<file path="src/rtl/memory_unit_sync_pkg.sv">
// ---------------------------------------------------------------------------
// mem_unit_pkg
// Shared types and helpers for memory_unit_sync and its address decoder.
//   state_e      : controller states (sweep-clear / idle)
//   OP_READ/WRITE: encodings of the op request bit
//   even_parity  : even-parity bit over a data word (zero-extended to
//                  PAR_MAX_W bits, so words up to 64 bits are supported)
// ---------------------------------------------------------------------------
package mem_unit_pkg;

   typedef enum logic {
      ST_CLEAR = 1'b0,
      ST_IDLE  = 1'b1
   } state_e;

   localparam logic OP_READ  = 1'b0;
   localparam logic OP_WRITE = 1'b1;

   localparam int PAR_MAX_W = 64;

   // Zero-extension does not change the XOR, so callers cast narrower words up.
   function automatic logic even_parity(input logic [PAR_MAX_W-1:0] data);
      return ^data;
   endfunction

endpackage

</file>
<file path="src/rtl/memory_unit_sync_addr_decoder.sv">
// ---------------------------------------------------------------------------
// mem_addr_decoder
// Turns a word address plus an enable into a one-hot per-word write enable
// and flags addresses that fall beyond the populated depth.
//   i_address      in  ADDR_W  word address
//   i_en           in  1       qualify the write enable
//   o_we           out DEPTH   one-hot write enable (all zero if out of range)
//   o_out_of_range out 1       address >= DEPTH (independent of i_en)
// ---------------------------------------------------------------------------
module mem_addr_decoder
   import mem_unit_pkg::*;
#(
   parameter int ADDR_W = 3,
   parameter int DEPTH  = 8
) (
   input  logic [ADDR_W-1:0] i_address,
   input  logic              i_en,
   output logic [DEPTH-1:0]  o_we,
   output logic              o_out_of_range
);

   // One extra bit so DEPTH == 2**ADDR_W is representable.
   localparam logic [ADDR_W:0] DEPTH_V = (ADDR_W+1)'(DEPTH);

   assign o_out_of_range = ({1'b0, i_address} >= DEPTH_V);

   always_comb begin
      o_we = '0;
      for (int i = 0; i < DEPTH; i++) begin
         if (i_en && (i_address == ADDR_W'(i))) begin
            o_we[i] = 1'b1;
         end
      end
   end

endmodule

</file>
<file path="src/rtl/memory_unit_sync.sv">
// ---------------------------------------------------------------------------
// memory_unit_sync
// DEPTH x WIDTH scratch memory with a single-port request interface, a
// one-cycle registered read path and a hardware clear sweep that zeroes the
// array after reset or on request.
// Optional build macro: MEM_UNIT_PARITY_EN adds one even-parity bit per word
// (parity builds support WIDTH up to 64).
//
// Ports:
//   clk         in  1       clock, rising edge
//   rst_n       in  1       synchronous active-low reset
//   select      in  1       request strobe, accepted only when ready
//   op          in  1       1 = write, 0 = read
//   address     in  ADDR_W  word address
//   in_bus      in  WIDTH   write data
//   clear       in  1       start a full-array clear (honoured in IDLE)
//   par_flip    in  1       store inverted parity on this write (parity build)
//   out_bus     out WIDTH   registered read data, held between reads
//   valid_out   out 1       pulse: out_bus carries new read data
//   addr_err    out 1       pulse: accepted request addressed >= DEPTH
//   parity_err  out 1       pulse with valid_out on stored parity mismatch
//   ready       out 1       requests are accepted
//   busy        out 1       clear sweep in progress
//
// state    | meaning
// ST_CLEAR | sweeping zeros into mem[clr_cnt], requests ignored
// ST_IDLE  | accepting read/write requests or a clear command
// ---------------------------------------------------------------------------
module memory_unit_sync
   import mem_unit_pkg::*;
#(
   parameter int WIDTH  = 8,
   parameter int ADDR_W = 3,
   parameter int DEPTH  = 8
) (
   input  logic              clk,
   input  logic              rst_n,
   input  logic              select,
   input  logic              op,
   input  logic [ADDR_W-1:0] address,
   input  logic [WIDTH-1:0]  in_bus,
   input  logic              clear,
   input  logic              par_flip,
   output logic [WIDTH-1:0]  out_bus,
   output logic              valid_out,
   output logic              addr_err,
   output logic              parity_err,
   output logic              ready,
   output logic              busy
);

`ifdef MEM_UNIT_PARITY_EN
   localparam int MEM_W = WIDTH + 1;
`else
   localparam int MEM_W = WIDTH;
`endif

   state_e            r_state;
   state_e            w_state_nxt;
   logic [ADDR_W-1:0] r_clr_cnt;
   logic              w_clr_last;
   logic              w_busy;
   logic              w_ready;

   logic [MEM_W-1:0]  r_mem [DEPTH];
   logic [MEM_W-1:0]  w_wr_word;
   logic [MEM_W-1:0]  w_rd_word;

   logic              w_accept;
   logic              w_rd_req;
   logic              w_wr_req;
   logic [DEPTH-1:0]  w_we;
   logic              w_oor;

   logic [WIDTH-1:0]  r_out_bus;
   logic              r_valid_out;
   logic              r_addr_err;

   assign w_clr_last = (r_clr_cnt == ADDR_W'(DEPTH-1));

   // clear wins over a same-cycle select; that request is simply dropped
   assign w_accept = select & w_ready & ~clear;
   assign w_rd_req = w_accept & (op == OP_READ);
   assign w_wr_req = w_accept & (op == OP_WRITE);

   mem_addr_decoder #(
      .ADDR_W (ADDR_W),
      .DEPTH  (DEPTH)
   ) u_dec (
      .i_address      (address),
      .i_en           (w_wr_req),
      .o_we           (w_we),
      .o_out_of_range (w_oor)
   );

   // ---------------- FSM: state register ----------------
   always_ff @(posedge clk) begin
      if (!rst_n) begin
         r_state <= ST_CLEAR;
      end else begin
         r_state <= w_state_nxt;
      end
   end

   // ---------------- FSM: next state ----------------
   always_comb begin
      w_state_nxt = r_state;
      case (r_state)
         ST_CLEAR: if (w_clr_last) w_state_nxt = ST_IDLE;
         ST_IDLE:  if (clear)      w_state_nxt = ST_CLEAR;
         default:                  w_state_nxt = ST_CLEAR;
      endcase
   end

   // ---------------- FSM: outputs ----------------
   always_comb begin
      w_busy  = 1'b0;
      w_ready = 1'b0;
      case (r_state)
         ST_CLEAR: w_busy  = 1'b1;
         ST_IDLE:  w_ready = 1'b1;
         default:  w_busy  = 1'b1;
      endcase
   end

   assign busy  = w_busy;
   assign ready = w_ready;

   // Sweep counter; parked at 0 outside the sweep so a new clear starts at word 0.
   always_ff @(posedge clk) begin
      if (!rst_n) begin
         r_clr_cnt <= '0;
      end else if ((r_state == ST_CLEAR) && !w_clr_last) begin
         r_clr_cnt <= r_clr_cnt + 1'b1;
      end else begin
         r_clr_cnt <= '0;
      end
   end

`ifdef MEM_UNIT_PARITY_EN
   assign w_wr_word = {even_parity(PAR_MAX_W'(in_bus)) ^ par_flip, in_bus};
`else
   assign w_wr_word = in_bus;
   logic w_unused_par_flip;
   assign w_unused_par_flip = par_flip;
`endif

   // Storage is not reset; the sweep writes all-zero words, whose even parity is 0.
   always_ff @(posedge clk) begin
      if (rst_n) begin
         for (int i = 0; i < DEPTH; i++) begin
            if ((r_state == ST_CLEAR) && (r_clr_cnt == ADDR_W'(i))) begin
               r_mem[i] <= '0;
            end else if (w_we[i]) begin
               r_mem[i] <= w_wr_word;
            end
         end
      end
   end

   // Explicit compare loop keeps the read away from unpopulated indices.
   always_comb begin
      w_rd_word = '0;
      for (int i = 0; i < DEPTH; i++) begin
         if (address == ADDR_W'(i)) begin
            w_rd_word = r_mem[i];
         end
      end
   end

   always_ff @(posedge clk) begin
      if (!rst_n) begin
         r_out_bus   <= '0;
         r_valid_out <= 1'b0;
         r_addr_err  <= 1'b0;
      end else begin
         r_valid_out <= w_rd_req;
         r_addr_err  <= w_accept & w_oor;
         if (w_rd_req) begin
            r_out_bus <= w_oor ? '0 : w_rd_word[WIDTH-1:0];
         end
      end
   end

`ifdef MEM_UNIT_PARITY_EN
   logic r_parity_err;
   always_ff @(posedge clk) begin
      if (!rst_n) begin
         r_parity_err <= 1'b0;
      end else begin
         r_parity_err <= w_rd_req & ~w_oor &
                         (w_rd_word[WIDTH] != even_parity(PAR_MAX_W'(w_rd_word[WIDTH-1:0])));
      end
   end
   assign parity_err = r_parity_err;
`else
   assign parity_err = 1'b0;
`endif

   assign out_bus   = r_out_bus;
   assign valid_out = r_valid_out;
   assign addr_err  = r_addr_err;

endmodule

</file>
<file path="config.mk">
export PLATFORM = sky130hd
export DESIGN_NAME = memory_unit_sync
export DESIGN_NICKNAME = d
export VERILOG_FILES = /design/src/rtl/memory_unit_sync_pkg.sv /design/src/rtl/memory_unit_sync_addr_decoder.sv /design/src/rtl/memory_unit_sync.sv
export SDC_FILE = /design/constraint.sdc
export NUM_CORES = 1
export LEC_CHECK = 0
export ABC_AREA = 1
export CAP_MARGIN = 15
export CORE_ASPECT_RATIO = 2
export CORE_MARGIN = 2
export CORE_UTILIZATION = 40
export CTS_BUF_LIST = sky130_fd_sc_hd__clkbuf_8
export DETAILED_ROUTE_END_ITERATION = 10
export PLACE_DENSITY_LB_ADDON = 0.05
export REMOVE_ABC_BUFFERS = 1
export SLEW_MARGIN = 20
export SYNTH_ARGS = -nofsm -noshare
export SYNTH_HDL_FRONTEND = slang
export SYNTH_HIERARCHICAL = 1
export SYNTH_SLANG_ARGS = --single-unit
</file>
<file path="constraint.sdc">
create_clock -name clk -period 2.4 [get_ports clk]
set_clock_uncertainty 0.15 [all_clocks]
set_input_delay 0.48 -clock clk [delete_from_list [all_inputs] [get_ports clk]]
set_output_delay 0.48 -clock clk [all_outputs]
set_load 0.01 [all_outputs]
</file>
==> qor.yml <==
worstSkewPairLatency_ns: 0.36
crit_buf_inv: 2
syn-cell-area_um2: 3681
p_leak_nw: 1.837
stdcell_count: 572
start_util_pct: 41.12
post_cts.repair.setup_buffers: 0
post-dp-hpwl_um: 6377
yosys-top-cells-area: "edfxtp_1, nor2_1, nand2_1"
status: "complete, no violations"
io_buffers: 27
fin_area_um2: 4476
grt_overflow_total: 0
final_nets: 488
syn_avg_cell_area_um2: 9.203
final.setup.tns_ns: 0
multiInputGateArea_um2: 1281
setup_viol: 0
drv_slew: 0
critPathRequiredTime_ns: 1.77
path_cells: "inv_1, clkdlybuf4s50_1"
ys_seq_area_share_pct: 59.82
drt_iter0_markers: 184
yosys.area.top_type: "edfxtp_1"
n_antenna_cell: 0
critPathCaptureType: "output pin"
drt_wl_total_um: 8216
numCtsBuffers: 9
drive_above_1_share_pct: 16.17
syn_inst: 400
htreeDepth: 3
ys_types: 26
track_usage_pct: 18.07
die_w_um: 71.83
wl_per_cell_um: 14.36
synth_seq_cells: 78
clkTransAtPathRegs_ns: 0.08
drt-pass1-iter-count: 4
seq_area_um2: 2202
cts_tree: "built"
startpoint_type: "register"
maxCapViolations: 0
ioPinCount: 30
path_delay_family: "buffers and inverters"
antenna_found_initial: 0
ir_drop_mv: 0.3879
die-area_um2: 10030
core.rowCount: 49
period_needed_ns: 2.058
dpl_cell_area_um2: 4298
layout_worst_path_cycle_share_pct: 85.76
ys_warn_count: 6
hold_buffers: 0
route.detailed.drc: 0
ant_nets: 0
gp_congestion: 0.8504
holdWs_ns: 0.3137
hold_viol_final: 0
fmax_ghz: 0.4859
clock_path_buffers: 2
grt_max_degree: 14
hold_path.class: "register to register"
n_fill_cell: 866
rsz0062_at_grt: "no"
final_cell_mix: "nor2_1, nand2_1, edfxtp_1"
post-place-cells: 556
via_per_inst: 4.890
grt_pass1_wl_um: 13330
vias: 2797
cts-resized-gates: 0
power_mw: 2.640
power_per_cell_area_nw_per_um2: 589.9
core-area_um2: 8951
cp.arrival_ns: 1.43
synth.top_cell.area_share_pct: 52.21
mostFrequentLayoutCell: "nor2_1"
cts_sinks: 78
crit_slowest_cell: "clkdlybuf4s50_1"
grt_pass1_vias: 2723
area_delta_synth_final_pct: 21.58
die_height_um: 139.7
critical_path.max_fanout: 6
critical-path-max-stage-delay_ns: 0.56
clockRootBuffer: "clkbuf_8"
critical_path_class: "register to output pin"
layer usage:
metal / GRT usage (%) / up-vias / part of all wire, %
li1: - / 1428 / -
met5: 0 / - / 0
met3: 3.114 / 24 / 2.2
met2: 33.67 / 59 / 56
met4: 10.63 / 0 / 4.2
met1: 17.85 / 1286 / 37
metrics by stage:
stage          util, %  setup slack [ns]
6_report         50.00            0.3419
5_1_grt          50.00            0.2639
4_1_cts          50.00            0.3145
3_5_place_dp     48.02           0.04143
3_3_place_gp     48.02           0.03823
2_1_floorplan        -            0.3096
synthesized netlist by cell type, drive strengths merged:
library cell and n:
a21oi 13, buf 8, clkinv 2, conb 2, dfxtp 14, edfxtp 64, ha 6, inv 35
nand2 89, nand3 32, nand4 8, nor2 100, nor3 4, o21ai 8, or2 15
state kept, by name, indices dropped and copies added, names as in the netlist:
register,cells
addr_err,1
out_bus,8
r_clr_cnt,3
r_mem,64
r_state,1
valid_out,1
power by group:
part	internal (mW)	total (mW)	leakage [nW]	switching, mW
sequential	1.48	1.49	0.713	0.0104
clock	0.461	0.922	0.109	0.461
combinational	0.0898	0.230	1.02	0.140
total	2.03	2.64	1.84	0.611
worst register-to-register path, cell delays in order (launching register included):
cell and delay [ns]:
dfxtp_1 0.42, nand3_1 0.13, nor2_1 0.19, nand2_1 0.14, nor2_1 0.13, nand3_1 0.10, o21ai_0 0.10, buf_4 0.22
logic make-up after synthesis:
group	after synthesis	share of synthesized area (%)
and+or+nand+nor	248	29.10
DFF	78	59.82
buffers and inverters	45	5.370
AOI/OAI and AO/OA	21	3.467
adders and majority gates	6	2.039
other	2	0.2040
path summary, 6_finish.rpt:
| check | start | to | slack [ns] | depth (start not counted) |
|---|---|---|---|---|
| max | r_state$_SDFF_PN0_ | busy | 0.34 | 2 |
| min | out_bus[4]$_SDFFE_PN0P_ | out_bus[4]$_SDFFE_PN0P_ | 0.31 | 2 |
| max reg2reg | r_state$_SDFF_PN0_ | r_mem[1][18]$_SDFFCE_PN0P_ | 0.52 | 7 |
| min reg2reg | out_bus[4]$_SDFFE_PN0P_ | out_bus[4]$_SDFFE_PN0P_ | 0.31 | 2 |
area by class of cell:
class	instances	area share, %
Tap cell	102	2.852
Multi-Input combinational cell	277	28.63
Sequential cell	78	49.20
Inverter	37	3.159
Clock buffer	9	2.768
Timing Repair Buffer	62	12.19
Clock inverter	7	1.202
Note: power is estimated with default switching activity, not from simulation.
